==> src/rtl/uart_tx_arbiter.sv <==
// Round-robin arbiter that feeds bytes from 4 requesters into a single UART transmitter.
// Latency: req sampled at edge N -> grant/tx_start pulse during cycle N+1; all outputs registered.
// Backpressure: no arbitration while tx_busy=1; optional start timeout under UART_ARB_TIMEOUT_EN.
module uart_tx_arbiter #(
  parameter int NUM_REQ     = 4,
  parameter int TIMEOUT_CYC = 64
) (
  input  logic                   clk,
  input  logic                   reset,
  input  logic [NUM_REQ-1:0]     req,
  input  logic [8*NUM_REQ-1:0]   req_data,
  output logic [NUM_REQ-1:0]     grant,
  output logic                   tx_start,
  output logic [7:0]             tx_data,
  input  logic                   tx_busy,
  output logic [1:0]             cur_id,
  output logic                   arb_busy,
  output logic                   timeout_err
);

  typedef enum logic [1:0] {
    IDLE    = 2'd0,
    START   = 2'd1,
    WAIT_HI = 2'd2,
    WAIT_LO = 2'd3
  } state_t;

  state_t               state_q, state_d;
  logic [1:0]           ptr_q, ptr_d;
  logic [1:0]           cur_id_q, cur_id_d;
  logic [7:0]           tx_data_q, tx_data_d;
  logic [NUM_REQ-1:0]   grant_q, grant_d;
  logic                 tx_start_q, tx_start_d;
  logic                 arb_busy_q, arb_busy_d;

  logic                 win_vld;
  logic [1:0]           win_id;
  logic [1:0]           cand;

`ifdef UART_ARB_TIMEOUT_EN
  localparam int CNT_W = $clog2(TIMEOUT_CYC + 1);
  logic [CNT_W-1:0]     cnt_q, cnt_d;
  logic                 timeout_err_q, timeout_err_d;
`endif

  // Round-robin winner search starting one past the last granted index.
  always_comb begin
    win_vld = 1'b0;
    win_id  = ptr_q;
    cand    = '0;
    for (int k = 1; k <= NUM_REQ; k++) begin
      cand = ptr_q + 2'(k);
      if (!win_vld && req[cand]) begin
        win_vld = 1'b1;
        win_id  = cand;
      end
    end
  end

  // Next-state and registered-output computation.
  always_comb begin
    state_d    = state_q;
    ptr_d      = ptr_q;
    cur_id_d   = cur_id_q;
    tx_data_d  = tx_data_q;
    grant_d    = '0;
    tx_start_d = 1'b0;
`ifdef UART_ARB_TIMEOUT_EN
    cnt_d         = cnt_q;
    timeout_err_d = 1'b0;
`endif
    case (state_q)
      IDLE: begin
        if (win_vld && !tx_busy) begin
          state_d    = START;
          cur_id_d   = win_id;
          tx_data_d  = req_data[{win_id, 3'b000} +: 8];
          grant_d    = {{(NUM_REQ-1){1'b0}}, 1'b1} << win_id;
          tx_start_d = 1'b1;
        end
      end
      START: begin
        // Pointer moves only once the grant has actually been issued.
        state_d = WAIT_HI;
        ptr_d   = cur_id_q;
`ifdef UART_ARB_TIMEOUT_EN
        cnt_d   = '0;
`endif
      end
      WAIT_HI: begin
`ifdef UART_ARB_TIMEOUT_EN
        if (tx_busy) begin
          state_d = WAIT_LO;
          cnt_d   = '0;
        end else if (cnt_q == CNT_W'(TIMEOUT_CYC - 1)) begin
          state_d       = IDLE;
          timeout_err_d = 1'b1;
          cnt_d         = '0;
        end else begin
          cnt_d = cnt_q + 1'b1;
        end
`else
        if (tx_busy) state_d = WAIT_LO;
`endif
      end
      WAIT_LO: begin
        if (!tx_busy) state_d = IDLE;
      end
      default: state_d = IDLE;
    endcase
    arb_busy_d = (state_d != IDLE);
  end

  // State and output registers; reset abandons any transfer in flight.
  always_ff @(posedge clk or negedge reset) begin
    if (!reset) begin
      state_q    <= IDLE;
      ptr_q      <= 2'd3;
      cur_id_q   <= 2'd0;
      tx_data_q  <= 8'h00;
      grant_q    <= '0;
      tx_start_q <= 1'b0;
      arb_busy_q <= 1'b0;
`ifdef UART_ARB_TIMEOUT_EN
      cnt_q         <= '0;
      timeout_err_q <= 1'b0;
`endif
    end else begin
      state_q    <= state_d;
      ptr_q      <= ptr_d;
      cur_id_q   <= cur_id_d;
      tx_data_q  <= tx_data_d;
      grant_q    <= grant_d;
      tx_start_q <= tx_start_d;
      arb_busy_q <= arb_busy_d;
`ifdef UART_ARB_TIMEOUT_EN
      cnt_q         <= cnt_d;
      timeout_err_q <= timeout_err_d;
`endif
    end
  end

  assign grant    = grant_q;
  assign tx_start = tx_start_q;
  assign tx_data  = tx_data_q;
  assign cur_id   = cur_id_q;
  assign arb_busy = arb_busy_q;
`ifdef UART_ARB_TIMEOUT_EN
  assign timeout_err = timeout_err_q;
`else
  assign timeout_err = 1'b0;
`endif

endmodule
==> config.mk <==
export PLATFORM = sky130hd
export DESIGN_NAME = uart_tx_arbiter
export DESIGN_NICKNAME = d
export VERILOG_FILES = /design/src/rtl/uart_tx_arbiter.sv
export SDC_FILE = /design/constraint.sdc
export NUM_CORES = 1
export LEC_CHECK = 0
export ABC_CLOCK_PERIOD_IN_PS = 3300
export CAP_MARGIN = 20
export CELL_PAD_IN_SITES_DETAIL_PLACEMENT = 0
export CELL_PAD_IN_SITES_GLOBAL_PLACEMENT = 1
export CORE_UTILIZATION = 31
export DETAILED_ROUTE_END_ITERATION = 6
export PLACE_DENSITY = 0.88
export SLEW_MARGIN = 40
export SYNTH_ARGS = -nofsm -noshare
export SYNTH_HDL_FRONTEND = slang
export SYNTH_SLANG_ARGS = --single-unit
export TNS_END_PERCENT = 100
==> constraint.sdc <==
create_clock -name clk -period 3.3 [get_ports clk]
set_input_delay 0.33 -clock clk [delete_from_list [all_inputs] [get_ports clk]]
set_output_delay 0.33 -clock clk [all_outputs]
set_load 0.005 [all_outputs]
# ---- Yosys cells after proc, flatten, opt, wreduce, memory -nomap -nowiden
# Index checks and enable logic that the tools add are counted.
dict set report classes {
  n_addsub 3
  order_cmp 4
  reduce_logical 11
  eq_ne 3
  shifts 2
  mux 24
}
# cell n
set op_table {}
lappend op_table {{$shiftx A32 B6 Y8} 1}
lappend op_table {{$mux W2} 7}
lappend op_table {{$lt A2 B3 Y1 const B} 4}
lappend op_table {{$mux W1} 10}
lappend op_table {{$bmux W1 S2} 4}
lappend op_table {{$mux W4} 2}
lappend op_table {{$pmux W2 S4} 1}
lappend op_table {{$add A2 B2 Y2 const B} 2}
lappend op_table {{$eq A2 B2 Y1 const B} 2}
lappend op_table {{$logic_and A1 B1 Y1} 4}
lappend op_table {{$logic_not A1 Y1} 4}
lappend op_table {{$shl A1 B2 Y4 const A} 1}
lappend op_table {{$add A2 B1 Y2 const B} 1}
lappend op_table {{$eq A2 B1 Y1 const B} 1}
lappend op_table {{$logic_not A2 Y1} 1}
lappend op_table {{$reduce_and A2 Y1} 1}
lappend op_table {{$reduce_bool A2 Y1} 1}
dict set report totals {
  ff_bits 20
  output_inout_bits 17
  word_cells 54
  inputBits 39
}

# ---- Longest topological paths before layout
# Gate-level depths: netlist (run 1).
dict set report logic_depth {
  depth_word 17
  ltp_mapped 6
  mapped_depth_nobuf 5
}

# ---- Least setup slack after synthesis (run 1)
# No wires, ideal clock.
dict set report synth_timing {
  path_type {register -> register}
  start {register ptr_q[0]}
  end {register tx_data_q[0], in the netlist tx_data[0]}
  period_less_slack_ps 1670
  required_ps 3214
  stages_incl_launch_ff 6
  arrival_time_ps 1584
  n_path_buf 1
  setup_time_ps 86
  path_slack_ps 1630
  cell_sequence {dfstp_2 -> nand2b_1 -> nor2_1 -> or4_4 -> buf_6 -> o221ai_2}
}
dict set report synth_between {
  elab_chain_len 15
  word_cells_on_any_way 28
  classes_between {3 x add/sub; 1 x shift; 16 x mux; 8 x reduce/logical}
}
# element line_no
set synth_lines {}
lappend synth_lines {{from (decl)} 29} ;# logic [1:0] ptr_q, ptr_d;
lappend synth_lines {{from (signal assigned)} 130} ;# ptr_q <= ptr_d;
lappend synth_lines {{parallel branches: the longest is 15 deep, another holds $add A2 B1 Y2} -}
lappend synth_lines {{to (signal assigned)} 132} ;# tx_data_q <= tx_data_d;
lappend synth_lines {{to (decl)} 31} ;# logic [7:0] tx_data_q, tx_data_d;
# Several ways; the timed one is not identified. The select of a mux whose other input is x is not followed.
# A chain may end at the register's enable or synchronous reset.

# ---- Final worst setup path (run 1)
dict set report layout_timing {
  start {register ptr_q[1]}
  end {register tx_data_q[6], in the netlist tx_data[6]}
}
# The elaborated chain is that of the path after synthesis.

==> results of run 1 <==
## cell families after synthesis
logic type / share of synthesized area (%)
and+or+nand+nor: 14.1
other: 0.344
DFF: 46.2
muxes: 17.7
AOI/OAI and AO/OA: 17.9
buffers and inverters: 3.68
## per-stage QoR
step,hold slack (ns),power [mW],cell area [µm²],std cells
finish,0.490,1.07,1710,199
floorplan,0.0344,0.704,1090,96
CTS,0.496,1.08,1710,199
detailed placement,0.303,0.956,1670,194
global route,0.534,1.15,1710,199
global placement,0.475,0.932,1680,194
## layout by cell type, fill, tap and decap left out, drive strengths merged
master	synthesis	final
clkdlybuf4s50	0	53
dfrtp	18	18
mux2i	17	17
nand2	14	14
o221ai	8	8
nor2	7	7
a21oi	4	4
clkbuf	1	4
buf	4	4
or2b	3	3
inv	2	2
o21ai	2	2
nor2b	2	2
mux2	2	2
dfstp	2	2
or2	2	2
o22ai	1	1
nand2b	1	1
a21boi	1	1
nor3	1	1
o41ai	1	1
or4	1	1
o31ai	1	1
conb	1	1
dlygate4sd3	0	1
## cell type report
| type | count | share of cell area [%] |
|---|---|---|
| Multi-Input combinational cell | 69 | 32.0 |
| Clock buffer | 4 | 1.54 |
| Sequential cell | 20 | 29.4 |
| Timing Repair Buffer | 58 | 33.2 |
| Inverter | 2 | 0.439 |
| Tap cell | 46 | 3.37 |
## repair_timing
| item | 4_1_cts | 5_1_grt |
|---|---|---|
| hold buffers | 1 | 0 |
| resized for setup | 0 | 0 |
| endpoints found under the hold margin | 18 | 0 |
## flip-flops by register name, summed over array words and instances, names as in the netlist
name	cells
ptr_q	2
grant	4
tx_data	8
cur_id	2
arb_busy	1
state_q	2
tx_start	1
## worst max path at each step
stage                            end  slack, ns      from  cells past startpoint
after floorplan           tx_data[0]       1.63  ptr_q[0]                      5
final                     tx_data[6]       1.14  ptr_q[1]                      6
after CTS                 tx_data[6]       1.13  ptr_q[1]                      6
after global routing      tx_data[0]       0.95  ptr_q[1]                      6
after detailed placement  tx_data[0]       0.88    req[3]                      7
after global placement    tx_data[5]       1.00    req[3]                      7
## power by group through the flow
stage          logic, mW  registers [mW]  clock network [mW]
2_1_floorplan      0.300           0.404                   0
3_3_place_gp       0.526           0.407                   0
3_5_place_dp       0.546           0.410                   0
4_1_cts            0.547           0.406               0.125
5_1_grt            0.594           0.421               0.131
6_report           0.539           0.406               0.120
## synth_stat cells, types with 2 or more instances
cell and instances:
dfrtp_1 18, mux2i_1 17, nand2_1 14, nor2_1 7, o221ai_2 7, a21oi_1 4
or2b_1 3, buf_2 2, dfstp_2 2, inv_1 2, mux2_2 2, nor2b_1 2
o21ai_0 2
## metal layers
| metal | vias up | global-route usage (%) | wire length, µm |
|---|---|---|---|
| met1 | 463 | 18.4 | 1110 |
| met5 | - | 0 | 0 |
| li1 | 457 | - | - |
| met3 | 2 | 1.89 | 227 |
| met2 | 38 | 29.8 | 1300 |
| met4 | 0 | 7.79 | 27 |
==> key figures, run 1 <==
Synth
  – Largest cells by area after synthesis: dfrtp_1 (41%), mux2i_1 (16%), o221ai_2 (9.7%)
  – Post-synth EDFFs: 0
  – Async SR Flop Fraction: 100%
  – Synth top area share: 41.4%
  – Synthesized flop and latch total: 20
  – Syn. warnings: 0
  – Syn nets: 135
  – Syn Area/Cell: 11.3 µm²
  – Cell taking the most area after synthesis: dfrtp_1
  – Synth cell types: 27
  – Ys flop type: dfrtp_1
  – Sequential cell area fraction in the yosys report: 46.2%
  – Netlist Area Pre-Place: 1090 µm²
  – Gate count of the mapped netlist: 96

Setup path
  – CP Class: flop to flop
  – Arr. time, crit path: 2.32 ns
  – Critical path fanouts, max: 12
  – Worst Setup End Kind: flop
  – Startpoint Class: flop
  – Worst r2r dst: tx_data[6]
  – CP cell instances: mux2i_1 > o22ai_1 > nor2_2 > buf_4 > mux2i_1 > o221ai_2
  – Worst path required time: 3.46 ns
  – Most common cell on crit path: mux2i_1
  – Highest-delay cell along the critical path: dfstp_2
  – Reg2Reg Setup Slack: 1.14 ns
  – Reg2reg start: ptr_q[1]
  – CP delay by family, top: flip-flops
  – Crit path largest cell delay: 0.61 ns
  – Reg2Reg Depth: 6
  – Crit path buf inv count: 1

Layout
  – Multi-input gate area: 548 µm²
  – Reg area: 503 µm²
  – Fin nets: 193
  – P&R area growth vs syn: 57.1%
  – Final Core Density: 51.3%
  – Antenna Cells: 0
  – Fillcell total: 317
  – Share of layout cells above drive strength 1: 15.7%

Timing
  – Unrepaired setup endpoints after global routing: false
  – Fmax achieved: 462 MHz
  – Tcrit/Tclk final: 65.5%
  – Finish-stage setup viols: 0
  – Slew Viols, Final: 0
  – Slew HR: 54.5%
  – Tmin final: 2.16 ns
  – Setup TNS: 0 ns
  – Post-layout worst setup margin: 1.14 ns
  – Worst Tran Pin Value: 0.682 ns
  – Skew final: 0.00460 ns
  – Final hold vios: 0

Route
  – Initial DRC Count: 7
  – Pre-antenna DRT Iters: 4
  – Vias/cell: 4.82
  – Post-DR wirelength/cell: 13.4 µm
  – Drt total wl: 2670 µm
  – Residual DRC count: 0
  – DR vias: 960
  – Detail Route Antenna Nets: 0

Floorplanning
  – Die H: 61.3 µm
  – Die footprint: 3750 µm²
  – Io pins: 56
  – Row count: 21
  – Die W: 61.3 µm
  – Initial Util: 32.6%
  – Core ar.: 3340 µm²

Clock network
  – Num CTS Buffers: 3
  – CTS root buffer: clkbuf_4
  – Clk_lat worst skew: 0.30 ns
  – CTS H-Tree Depth: 1
  – TritonCTS clock tree: yes
  – Clock Path Buffers: 2
  – Buffer count from post-CTS setup fixing: 0
  – Clock-pin slew on the worst setup and hold paths: 0.11 ns
  – Sink Count: 20

Power
  – Clock power share: 11.3%
  – Int Pwr: 0.702 mW
  – Worst IR Drop VDD: 0.000188 V
  – Power Dens Cells: 623 nW/µm²
  – NetSw: 0.364 mW
  – Logic pwr share: 50.6%
  – Sequential power share: 38.1%
  – Switch share: 34.1%
  – Leak: 0.730 nW

Place
  – Port buffer count: 54
  – GPL Wtd Cong: 0.742
  – HPWL after DPL: 2040 µm
  – Pre-CTS WS: 0.880 ns

GRT
  – Initial antenna violation count: 0
  – GRT overflow: 0
  – Global-route wire length before repair: 4330 µm
  – Total GRT Usage: 16.1%
  – Vias in the first global route: 1,001
  – Largest net degree at the start of global routing: 21

Status
  – Status: finished clean

Hold path
  – Hold/Removal Path Class: input pin to asynchronous set/reset pin

Flow run
  – Max Cap Violations: 0
(Power assumes the default switching activity.)
==> run 2: changes to the inputs <==
--- a/config.mk
+++ b/config.mk
@@ -5,13 +5,13 @@
 export SDC_FILE = /design/constraint.sdc
 export NUM_CORES = 1
 export LEC_CHECK = 0
-export ABC_CLOCK_PERIOD_IN_PS = 3300
+export ABC_CLOCK_PERIOD_IN_PS = 2300
 export CAP_MARGIN = 20
 export CELL_PAD_IN_SITES_DETAIL_PLACEMENT = 0
 export CELL_PAD_IN_SITES_GLOBAL_PLACEMENT = 1
-export CORE_UTILIZATION = 31
+export CORE_UTILIZATION = 29
 export DETAILED_ROUTE_END_ITERATION = 6
-export PLACE_DENSITY = 0.88
+export PLACE_DENSITY = 0.83
 export SLEW_MARGIN = 40
 export SYNTH_ARGS = -nofsm -noshare
 export SYNTH_HDL_FRONTEND = slang
==> constraint.sdc (replaced) <==
create_clock -name clk -period 2.3 [get_ports clk]
set_input_delay 0.23 -clock clk [delete_from_list [all_inputs] [get_ports clk]]
set_output_delay 0.23 -clock clk [all_outputs]
set_load 0.005 [all_outputs]
==> run 2 against run 1 <==
Against the previous run:
- largest cell class unchanged
- critical endpoint is now tx_data[1]
- critical path depth decreased by 1
- largest power group unchanged
- sequential power up 43%
- final cell count grew 1.5%
==> key figures, run 2 (synthesized netlist as in run 1, its figures left out) <==
Status
  – Status: finished clean (unchanged)

Setup path
  – Worst Setup End Kind: flop (unchanged)
  – Worst r2r dst: tx_data[1] (was tx_data[6])
  – Highest-delay cell along the critical path: dfstp_2 (unchanged)
  – Reg2reg start: ptr_q[1] (unchanged)
  – Reg2Reg Depth: 5 (was 6)
  – Reg2Reg Setup Slack: 0.27 ns (was 1.14 ns)
  – Most common cell on crit path: mux2i_1 (unchanged)
  – Arr. time, crit path: 2.14 ns (was 2.32 ns)
  – Worst path required time: 2.41 ns (was 3.46 ns)
  – Crit path largest cell delay: 0.58 ns (was 0.61 ns)
  – Startpoint Class: flop (unchanged)
  – CP Class: flop to flop (unchanged)
  – CP cell instances: mux2i_1 > o22ai_1 > nor2_4 > mux2i_1 > o221ai_2 (was mux2i_1 > o22ai_1 > nor2_2 > buf_4 > mux2i_1 > o221ai_2)
  – Critical path fanouts, max: 20 (was 12)

Layout
  – Fin nets: 196 (was 193)
  – Max FFs per register: 8 (unchanged)
  – Commonest cells after routing, fill and taps aside: clkdlybuf4s50_1 (53), dfrtp_1 (18), mux2i_1 (17) (unchanged)
  – Share of layout cells above drive strength 1: 17.3% (was 15.7%)
  – Antenna Cells: 0 (unchanged)
  – Post-Layout Inst Area: 1760 µm² (was 1710 µm²)
  – P&R area growth vs syn: 61.4% (was 57.1%)
  – Most common cell after layout, fill and taps aside: clkdlybuf4s50_1 (unchanged)
  – Final Core Density: 50.6% (was 51.3%)

Floorplanning
  – Die footprint: 4000 µm² (was 3750 µm²)
  – Initial Util: 31.4% (was 32.6%)
  – Row count: 21 (unchanged)
  – Die H: 63.3 µm (was 61.3 µm)
  – Die W: 63.3 µm (was 61.3 µm)
  – Io pins: 56 (unchanged)
  – Core ar.: 3470 µm² (was 3340 µm²)

Flow run
  – Max Cap Violations: 0 (unchanged)

Timing
  – Unrepaired setup endpoints after global routing: false (unchanged)
  – Skew final: 0.00556 ns (was 0.00460 ns)
  – Tcrit/Tclk final: 88.4% (was 65.5%)
  – Finish-stage setup viols: 0 (unchanged)
  – Slew Viols, Final: 0 (unchanged)
  – Tmin final: 2.03 ns (was 2.16 ns)
  – Fmax achieved: 492 MHz (was 462 MHz)
  – Post-layout worst setup margin: 0.268 ns (was 1.14 ns)
  – Final hold vios: 0 (unchanged)
  – Slew HR: 53.4% (was 54.5%)
  – Worst Tran Pin Value: 0.697 ns (was 0.682 ns)

Clock network
  – Clock-pin slew on the worst setup and hold paths: 0.07 ns (was 0.11 ns)
  – Post-cts sizing count: 0 (unchanged)
  – Num CTS Buffers: 3 (unchanged)
  – Hold buffer count at cts: 1 (unchanged)
  – CTS root buffer: clkbuf_8 (was clkbuf_4)
  – TritonCTS clock tree: yes (unchanged)
  – Clk_lat worst skew: 0.25 ns (was 0.30 ns)
  – Buffer count from post-CTS setup fixing: 0 (unchanged)
  – Clock Path Buffers: 2 (unchanged)
  – Sink Count: 20 (unchanged)
  – CTS H-Tree Depth: 1 (unchanged)

Route
  – Residual DRC count: 0 (unchanged)
  – DR vias: 969 (was 960)
  – Pre-antenna DRT Iters: 4 (unchanged)
  – Post-DR wirelength/cell: 12.8 µm (was 13.4 µm)
  – Vias/cell: 4.80 (was 4.82)
  – Initial DRC Count: 16 (was 7)
  – Detail Route Antenna Nets: 0 (unchanged)
  – Drt total wl: 2590 µm (was 2670 µm)

GRT
  – Vias in the first global route: 972 (was 1,001)
  – GRT overflow: 0 (unchanged)
  – Initial antenna violation count: 0 (unchanged)
  – Global-route wire length before repair: 4070 µm (was 4330 µm)
  – Largest net degree at the start of global routing: 21 (unchanged)
  – Total GRT Usage: 13.1% (was 16.1%)

Power
  – Int Pwr: 1.07 mW (was 0.702 mW)
  – NetSw: 0.520 mW (was 0.364 mW)
  – Worst IR Drop VDD: 0.000474 V (was 0.000188 V)
  – Sequential power share: 36.7% (was 38.1%)
  – Overall Power: 1.59 mW (was 1.07 mW)
  – Power Dens Cells: 903 nW/µm² (was 623 nW/µm²)
  – Switch share: 32.8% (was 34.1%)
  – Clock power share: 14.1% (was 11.3%)
  – Logic pwr share: 49.2% (was 50.6%)
  – Leak: 0.755 nW (was 0.730 nW)

Place
  – Pre-CTS WS: 0.0254 ns (was 0.880 ns)
  – Port buffer count: 54 (unchanged)
  – Dpl cell area: 1700 µm² (was 1670 µm²)
  – HPWL after DPL: 2080 µm (was 2040 µm)
  – GPL Wtd Cong: 0.737 (was 0.742)

Hold path
  – Hold/Removal Path Class: input pin to asynchronous set/reset pin (unchanged)
-- run 2: cell types whose count changed in the layout (fill, tap and decap cells not counted), sizes merged --
cell  before  now
buf        4    7
-- run 2: worst max path at each step --
stage                         from          to  slack (ns)
after floorplan           ptr_q[0]  tx_data[0]        0.63
after global routing      ptr_q[1]  tx_data[1]        0.10
after CTS                 ptr_q[1]  tx_data[1]        0.23
after global placement      req[1]  tx_data[5]        -0.1
final                     ptr_q[1]  tx_data[1]        0.27
after detailed placement    req[3]  tx_data[4]        0.03
-- run 2: through the flow --
step	instances	TNS [ns]	hold slack, ns
after floorplan	96	0	-0.0656
after global placement	197	-0.727	0.470
after detailed placement	197	0	0.205
after CTS	202	0	0.476
after global routing	202	0	0.512
final	202	0	0.455
-- run 2: critical path, delay by kind of cell, from the launching register on --
kind	cells	cell delay, ns
mux	2	0.50
simple gates	1	0.56
flops	1	0.58
compound gates	2	0.25
-- run 2: power groups by stage --
stage | Sequential [mW] | Combinational, mW | Clock (mW)
floorplan | 0.580 | 0.430 | 0
global placement | 0.583 | 0.767 | 0
detailed placement | 0.588 | 0.792 | 0
CTS | 0.583 | 0.795 | 0.234
global route | 0.599 | 0.848 | 0.241
finish | 0.582 | 0.781 | 0.224
-- run 2: cell type report --
cell class	instances	area, µm²
clock buffers	4	45.0
fillers	343	1710
multi-input cells	69	553
flip-flops and latches	20	503
repair buffers	61	591
inverters	2	7.51
well taps	46	57.6
-- run 2: routing by layer --
metal  global-route usage (%)  vias up  share of wire [%]
met5                        0        -                  0
met4                     4.55        0                1.0
li1                         -      461                  -
met3                     3.08        2                6.3
met1                     13.8      460                 41
met2                     25.0       46                 52
